## src/rtl/addsub_serial.sv

```systemverilog
// Purpose: digit-serial WIDTH-bit adder/subtractor, CHUNK bits per clock via a registered carry; optional ADDSUB_OVF_EN enables signed overflow (else ovf tied 0).
// Latency: N+1 cycles from accepted start to the done pulse, where N = WIDTH/CHUNK.
// Backpressure: start is honoured only in IDLE or DONE; a start during RUN is dropped, with no queuing.
module addsub_serial #(
  parameter int WIDTH = 8,
  parameter int CHUNK = 2
) (
  input  logic             clk,
  input  logic             rst_n,
  input  logic             start,
  input  logic             O,
  input  logic [WIDTH-1:0] A,
  input  logic [WIDTH-1:0] B,
  output logic             busy,
  output logic             done,
  output logic [WIDTH-1:0] S,
  output logic             cout,
  output logic             ovf
);

  localparam int N  = WIDTH / CHUNK;
  localparam int KW = (N > 1) ? $clog2(N) : 1;
  localparam logic [KW-1:0] K_LAST = KW'(N - 1);

  typedef enum logic [1:0] {IDLE, RUN, DONE} state_t;

  state_t           state, state_nxt;
  logic [WIDTH-1:0] op_a, op_b;
  logic             carry;
  logic [KW-1:0]    k;
  logic [CHUNK-1:0] a_chunk, b_chunk;
  logic [CHUNK:0]   chunk_sum;
  int               base;
  logic             accept;
  logic             last;

  // Slice the current chunk out of both operands and add it with the running carry.
  always_comb begin
    base      = int'(k) * CHUNK;
    a_chunk   = op_a[base +: CHUNK];
    b_chunk   = op_b[base +: CHUNK];
    chunk_sum = {1'b0, a_chunk} + {1'b0, b_chunk} + {{CHUNK{1'b0}}, carry};
    accept    = start && (state == IDLE || state == DONE);
    last      = (state == RUN) && (k == K_LAST);
  end

  // State register.
  always_ff @(posedge clk or negedge rst_n) begin
    if (!rst_n) state <= IDLE;
    else        state <= state_nxt;
  end

  // Next-state logic and handshake outputs; DONE may restart directly for back-to-back use.
  always_comb begin
    state_nxt = state;
    busy      = 1'b0;
    done      = 1'b0;
    case (state)
      IDLE: if (start) state_nxt = RUN;
      RUN: begin
        busy = 1'b1;
        if (k == K_LAST) state_nxt = DONE;
      end
      DONE: begin
        done      = 1'b1;
        state_nxt = start ? RUN : IDLE;
      end
      default: state_nxt = IDLE;
    endcase
  end

  // Operand capture on accept, then one chunk of sum and carry per RUN cycle.
  always_ff @(posedge clk or negedge rst_n) begin
    if (!rst_n) begin
      op_a  <= '0;
      op_b  <= '0;
      carry <= 1'b0;
      k     <= '0;
      S     <= '0;
      cout  <= 1'b0;
    end else if (accept) begin
      // Subtraction is A + ~B + 1: invert B here and seed the carry with O.
      op_a  <= A;
      op_b  <= B ^ {WIDTH{O}};
      carry <= O;
      k     <= '0;
      S     <= '0;
    end else if (state == RUN) begin
      S[base +: CHUNK] <= chunk_sum[CHUNK-1:0];
      carry            <= chunk_sum[CHUNK];
      // Counter holds at the last chunk rather than wrapping.
      if (!last) k <= k + 1'b1;
      if (last)  cout <= chunk_sum[CHUNK];
    end
  end

`ifdef ADDSUB_OVF_EN
  logic msb_cin;

  // Carry into the MSB recovered from the MSB sum bit: s = a ^ b ^ cin.
  always_comb begin
    msb_cin = op_a[WIDTH-1] ^ op_b[WIDTH-1] ^ chunk_sum[CHUNK-1];
  end

  // Signed overflow registered alongside cout on the final chunk.
  always_ff @(posedge clk or negedge rst_n) begin
    if (!rst_n)    ovf <= 1'b0;
    else if (last) ovf <= msb_cin ^ chunk_sum[CHUNK];
  end
`else
  assign ovf = 1'b0;
`endif

endmodule

```

## config.mk

```make
export PLATFORM = sky130hd
export DESIGN_NAME = addsub_serial
export DESIGN_NICKNAME = d
export VERILOG_FILES = /design/src/rtl/addsub_serial.sv
export SDC_FILE = /design/constraint.sdc
export NUM_CORES = 1
export LEC_CHECK = 0
export CAP_MARGIN = 20
export CORE_ASPECT_RATIO = 1.5
export CORE_MARGIN = 2
export CORE_UTILIZATION = 50
export DETAILED_ROUTE_END_ITERATION = 12
export GPL_TIMING_DRIVEN = 1
export PLACE_DENSITY = 0.76
export SLEW_MARGIN = 20
export SYNTH_ARGS = -nofsm -noshare
export SYNTH_HDL_FRONTEND = slang
export SYNTH_SLANG_ARGS = --single-unit
```

## constraint.sdc

```tcl
create_clock -name clk -period 2.8 [get_ports clk]
set_input_delay 0.56 -clock clk [delete_from_list [all_inputs] [get_ports clk]]
set_output_delay 0.56 -clock clk [all_outputs]
set_load 0.02 [all_outputs]
```

==> results of run 1 <==
## cells in the final DEF, fill, tap and decap left out
cell	count
nand2b_1	3
xnor2_1	9
clkbuf_1	1
clkinv_2	1
nand3b_4	1
nor2b_1	1
a21oi_2	1
ha_1	4
nand3_1	2
o41ai_1	1
nand2_1	40
or3_1	2
clkbuf_8	6
clkdlybuf4s50_1	30
or2_2	1
mux2_2	1
inv_1	3
nand4_1	3
o21ai_0	10
mux4_2	4
buf_4	3
mux2i_1	2
nand3b_1	3
nor3b_1	2
or4_4	1
and3b_1	1
fa_1	2
a21oi_1	5
nor2_1	2
dfrtp_1	30
and2b_1	2
conb_1	1
## cell families after synthesis
logic type | count (synthesis)
xor gates and xnor gates | 9
AOI/OAI and AO/OA | 17
adders and majority gates | 6
DFF | 30
and+or+nand+nor | 64
buffers and inverters | 12
muxes | 7
other | 1
## power groups by stage
| stage | Sequential, mW | Clock, mW | Combinational, mW |
|---|---|---|---|
| 3_3_place_gp | 0.740 | 0 | 1.01 |
| 3_5_place_dp | 0.754 | 0 | 1.04 |
| 5_1_grt | 0.768 | 0.385 | 1.14 |
| 4_1_cts | 0.747 | 0.362 | 1.05 |
| 6_report | 0.743 | 0.351 | 1.04 |
| 2_1_floorplan | 0.779 | 0 | 0.696 |
## worst register-to-register path, delay by kind of cell, from the launching register on
kind / cells / cell delay (ns)
AND/OR/NAND/NOR: 2 / 0.43
multiplexers: 1 / 0.53
adder cells (fa/ha/maj): 2 / 0.95
flip-flops: 1 / 0.41
AO/OA/AOI/OAI: 1 / 0.16
## layer usage
metal	track usage, %	wire length, um	up-vias	part of all wire (%)
li1	-	-	545	-
met1	21.6	1130	512	39
met2	33.5	1550	26	54
met3	5.21	123	6	4.3
met4	9.52	61	0	2.1
met5	0	0	-	0
## per-stage QoR
step	power [mW]	utilization [%]	instances	hold slack (ns)	worst slack, ns
detailed placement	1.80	63.3	209	0.461	0.245
finish	2.13	66.4	217	0.473	0.239
global placement	1.75	63.3	209	0.460	0.299
CTS	2.16	66.4	217	0.476	0.225
floorplan	1.47	-	146	0.264	0.225
global route	2.30	66.4	217	0.499	0.155
## cell type report
type                    count  share of cell area, %
multi-input cells         104                   36.7
repair buffers             33                   16.7
inverters                   3                  0.582
clock inverters             1                  0.259
well taps                  39                   2.52
flip-flops and latches     30                   38.8
clock buffers               7                   4.46
## registers in the layout, indices dropped and copies added, names as in the netlist
register / flops
S: 8
op_a: 8
op_b: 8
k: 2
state: 2
carry: 1
cout: 1
## worst max path at each step
stage / startpoint / endpoint / slack, ns / cells past startpoint
6_report: k[0] / S[1] / 0.24 / 6
5_1_grt: k[0] / S[1] / 0.15 / 6
4_1_cts: k[0] / S[1] / 0.22 / 6
3_5_place_dp: k[0] / S[1] / 0.24 / 6
3_3_place_gp: k[0] / S[1] / 0.30 / 6
2_1_floorplan: k[0] / S[1] / 0.22 / 7
==> flow_summary.yaml, run 1 <==
layout:
  postLayoutCellArea_um2: 1930
  area_growth_syn_to_layout_pct: 27.3
  multi_input_area_um2: 709
  register_area_um2: 751
  antennaDiodeCount: 0
  fin_nets: 203
  layout-drive-gt1-share_pct: 10.7
  fillCellCount: 251
clock_tree:
  clkSlewWorstSetupHoldPaths_ns: 0.06
  cts_tree: "done"
  htreeDepth: 2
  clk_latency_ns: 0.28
  cts_hold_buffers: 0
  cts-resized-gates: 0
  cts.sinks: 30
  cts-buffers-inserted: 5
  cts_setup_buffers: 0
  clock_path_buffers: 2
  ctsRootBufferMaster: "clkbuf_8"
die:
  rows: 24
  coreArea_um2: 2910
  die-area_um2: 3500
  die_height_um: 71.5
  io_pins: 32
  die_w_um: 49.0
  start_util_pct: 52.1
worst_setup_path:
  cp-start-kind: "flop"
  worstPathRequired_ns: 3.00
  rrSetupSlack_ns: 0.24
  r2r-end: "S[1]"
  critPathTopFamily: "adder cells"
  cp_max_fo: 3
  path_common_cell: "fa_1"
  crit_type: "reg -> reg"
  arrival_ns: 2.76
  reg2reg_depth: 6
  cpMaxStageDelayCell: "mux4_2"
  crit_buf_inv: 0
  critPathMaxStageDelay_ns: 0.53
  r2r-start: "k[0]"
  cp-end-kind: "flop"
  crit_chain: "mux4_2 -> fa_1 -> fa_1 -> nand2b_1 -> or3_1 -> a21oi_1"
sta:
  finalMaxSlewViolations: 0
  rsz0062_at_grt: "false"
  hold_viol: 0
  worst_clock_skew_ns: 0.00386
  post-route-min-period_ns: 2.56
  fmaxAchievable_mhz: 391
  tns_ns: 0
  timing.final.crit_share_pct: 91.5
  max_slew_margin_pct: 42.4
  setup-violations-final: 0
  tightest_slew_ns: 0.864
power_and_ir_drop:
  pwr-share-comb_pct: 48.7
  netSwitchingPower_mw: 0.816
  cellPowerDensity_nw_per_um2: 1100
  power_frac_seq_pct: 34.8
  swShare_pct: 38.3
  p_leak_nw: 0.877
  p_clk_share_pct: 16.5
  vdd_drop_max_uv: 553
  p_int_mw: 1.32
logic_synthesis:
  synth_warnings: 0
  synth-compound-area-share_pct: 6.10
  synth_top_family_by_area: "simple AND/OR/NAND/NOR gates"
  yosysTopAreaCell: "dfrtp_1"
  synthFlopType: "dfrtp_1"
  syn_area_um2: 1520
  yosysMostFrequentCell: "nand2_1"
  avgSynthCellArea_um2: 10.4
  async_flop_share_pct: 100
  yosys.area_share.simple_pct: 21.3
  synth_area_leaders: "dfrtp_1, nand2_1, mux4_2"
  synth.area.mux_share_pct: 7.99
  yosysUniqueCellTypes: 30
  synth-seq-cells: 30
  synth_xor_area_share_pct: 5.19
  synth_top_area_share_pct: 49.4
  synthesis.nets: 172
  ys_top_cells_by_count: "nand2_1, dfrtp_1, o21ai_0"
  synthAdderAreaFrac_pct: 5.93
  yosysSeqAreaShare_pct: 49.4
  synth_edf_count: 0
  synthCells: 146
worst_hold_path:
  worstHoldStart: "op_a[2]"
  hp-class: "reg -> reg"
  min_path_cells: 2
  min_to: "op_a[2]"
grt:
  grt_antenna_before_repair: 0
  grt_max_degree: 31
  grt_usage_pct: 19.2
  grt_pass1_vias: 1074
  globalRouteOverflowTotal: 0
  grt_pass1_wl_mm: 4.95
outcome:
  status: "completed"
placed_design:
  place.gp.congestion: 0.938
  portBuffers: 30
  place_hpwl_mm: 2.19
  post_dp_cell_area_um2: 1840
detailed_routing:
  wire_per_inst_um: 13.2
  antenna_left: 0
  viasPerCell: 5.02
  drt_iter0_drc: 23
  via_count: 1089
  drc_errors: 0
  drtPass1Iterations: 4
  drt_wl_total_mm: 2.87
run:
  drv_cap: 0
(Power assumes the default switching activity.)
==> run 2, diff against run 1 <==
- CAP_MARGIN: 20 -> 10
- CORE_ASPECT_RATIO: 1.5 -> 1.1
==> run 2 against run 1 <==
First-iteration DRC count did not move; total power fell by 2.6%; clock power fell by 11%; clock-buffer cell count rose by 1; non-clock buffer count fell by 1; largest power group unchanged; sequential share of layout area rose by 0.56 points.
==> flow_summary.yaml, run 2 (synthesized netlist as in run 1, its figures left out) <==
clock_tree:
  clock_path_buffers: 2
  cts_setup_buffers: 0
  cts.sinks: 30
  cts-resized-gates: 0
  htreeDepth: 2
  cts-buffers-inserted: 5
  ctsRootBufferMaster: "clkbuf_4"
  clk_latency_ns: 0.32
  cts_tree: "done"
  cts_hold_buffers: 0
  clkSlewWorstSetupHoldPaths_ns: 0.09
die:
  io_pins: 32
  die_height_um: 61.8
  rows: 20
  coreArea_um2: 2830
  die_w_um: 56.6
  start_util_pct: 53.7
  die-area_um2: 3500
layout:
  area_growth_syn_to_layout_pct: 25.5
  final_common_cell: "nand2_1"
  layout-drive-gt1-share_pct: 10.7
  biggestRegsByFlops: "S: 8 flops, op_a: 8 flops, op_b: 8 flops"
  postLayoutCellArea_um2: 1910
  final_cell_mix: "nand2_1, dfrtp_1, clkdlybuf4s50_1"
  fin_nets: 202
  antennaDiodeCount: 0
sta:
  max_slew_margin_pct: 42.4
  worst_clock_skew_ns: 0.00888
  rsz0062_at_grt: "false"
  tightest_slew_ns: 0.864
  setup-violations-final: 0
  tns_ns: 0
  finalMaxSlewViolations: 0
  post-route-min-period_ns: 2.59
  hold_viol: 0
  timing.final.crit_share_pct: 92.5
  fmaxAchievable_mhz: 386
power_and_ir_drop:
  p_leak_nw: 0.869
  cellPowerDensity_nw_per_um2: 1090
  vdd_drop_max_uv: 637
worst_setup_path:
  cp_max_fo: 4
  cp-start-kind: "flop"
  cp-end-kind: "flop"
  arrival_ns: 2.84
  crit_type: "reg -> reg"
  worstPathRequired_ns: 3.05
placed_design:
  portBuffers: 30
  place_hpwl_mm: 2.18
  post_dp_cell_area_um2: 1830
  place.gp.congestion: 0.809
outcome:
  status: "completed"
grt:
  globalRouteOverflowTotal: 0
  grt_max_degree: 31
  grt_antenna_before_repair: 0
  grt_usage_pct: 19.0
  grt_pass1_wl_mm: 4.95
  grt_pass1_vias: 1117
detailed_routing:
  antenna_left: 0
  via_count: 1120
  drt_wl_total_mm: 2.90
  drt_iter0_drc: 23
  drtPass1Iterations: 4
  wire_per_inst_um: 13.8
  viasPerCell: 5.33
  drc_errors: 0
run:
  drv_cap: 0
worst_hold_path:
  hp-class: "reg -> reg"
[run 2: per-layer routing]
metal / GRT usage (%) / routed length [um] / vias up
met5: 0 / 0 / -
met4: 8.16 / 44 / 0
met3: 4.76 / 137 / 5
met2: 34.9 / 1480 / 30
met1: 21.4 / 1240 / 541
li1: - / - / 544
[run 2: final timing paths]
path / from / to / slack (ns) / cells after the start
max: k[0] / S[1] / 0.21 / 6
max in group asynchronous: rst_n / k[1] / 1.90 / 2
max reg2reg: k[0] / S[1] / 0.21 / 6
min: op_a[6] / op_a[6] / 0.49 / 2
min reg2reg: op_a[6] / op_a[6] / 0.49 / 2
min in group asynchronous: rst_n / S[5] / 0.62 / 2
[run 2: cell type report]
| class | count | area [um^2] |
|---|---|---|
| multi-input combinational | 104 | 709 |
| fill | 231 | 921 |
| sequential | 30 | 751 |
| inverter | 3 | 11.3 |
| timing repair buffer | 32 | 315 |
| clock buffer | 8 | 78.8 |
| tap | 33 | 41.3 |
[run 2: stage by stage]
| step | power [mW] | std cells | hold WS (ns) | utilization [%] | setup WS (ns) |
|---|---|---|---|---|---|
| floorplan | 1.47 | 146 | 0.264 | - | 0.225 |
| global placement | 1.75 | 202 | 0.459 | 64.6 | 0.238 |
| detailed placement | 1.78 | 202 | 0.467 | 64.6 | 0.205 |
| CTS | 2.10 | 210 | 0.490 | 67.4 | 0.193 |
| global route | 2.24 | 210 | 0.502 | 67.4 | 0.0606 |
| finish | 2.08 | 210 | 0.491 | 67.4 | 0.211 |
[run 2: worst max-delay path, stage by stage (launching register included)]
cell and delay (ns):
dfrtp_1 0.45, mux4_2 0.54, fa_1 0.42, fa_1 0.53, nand2b_1 0.08, or3_1 0.35
a21oi_1 0.15
[run 2: report_power, final]
part / total, mW / internal, mW / switching, mW
Sequential: 0.760 / 0.619 / 0.141
Clock: 0.313 / 0.171 / 0.142
Combinational: 1.00 / 0.487 / 0.515
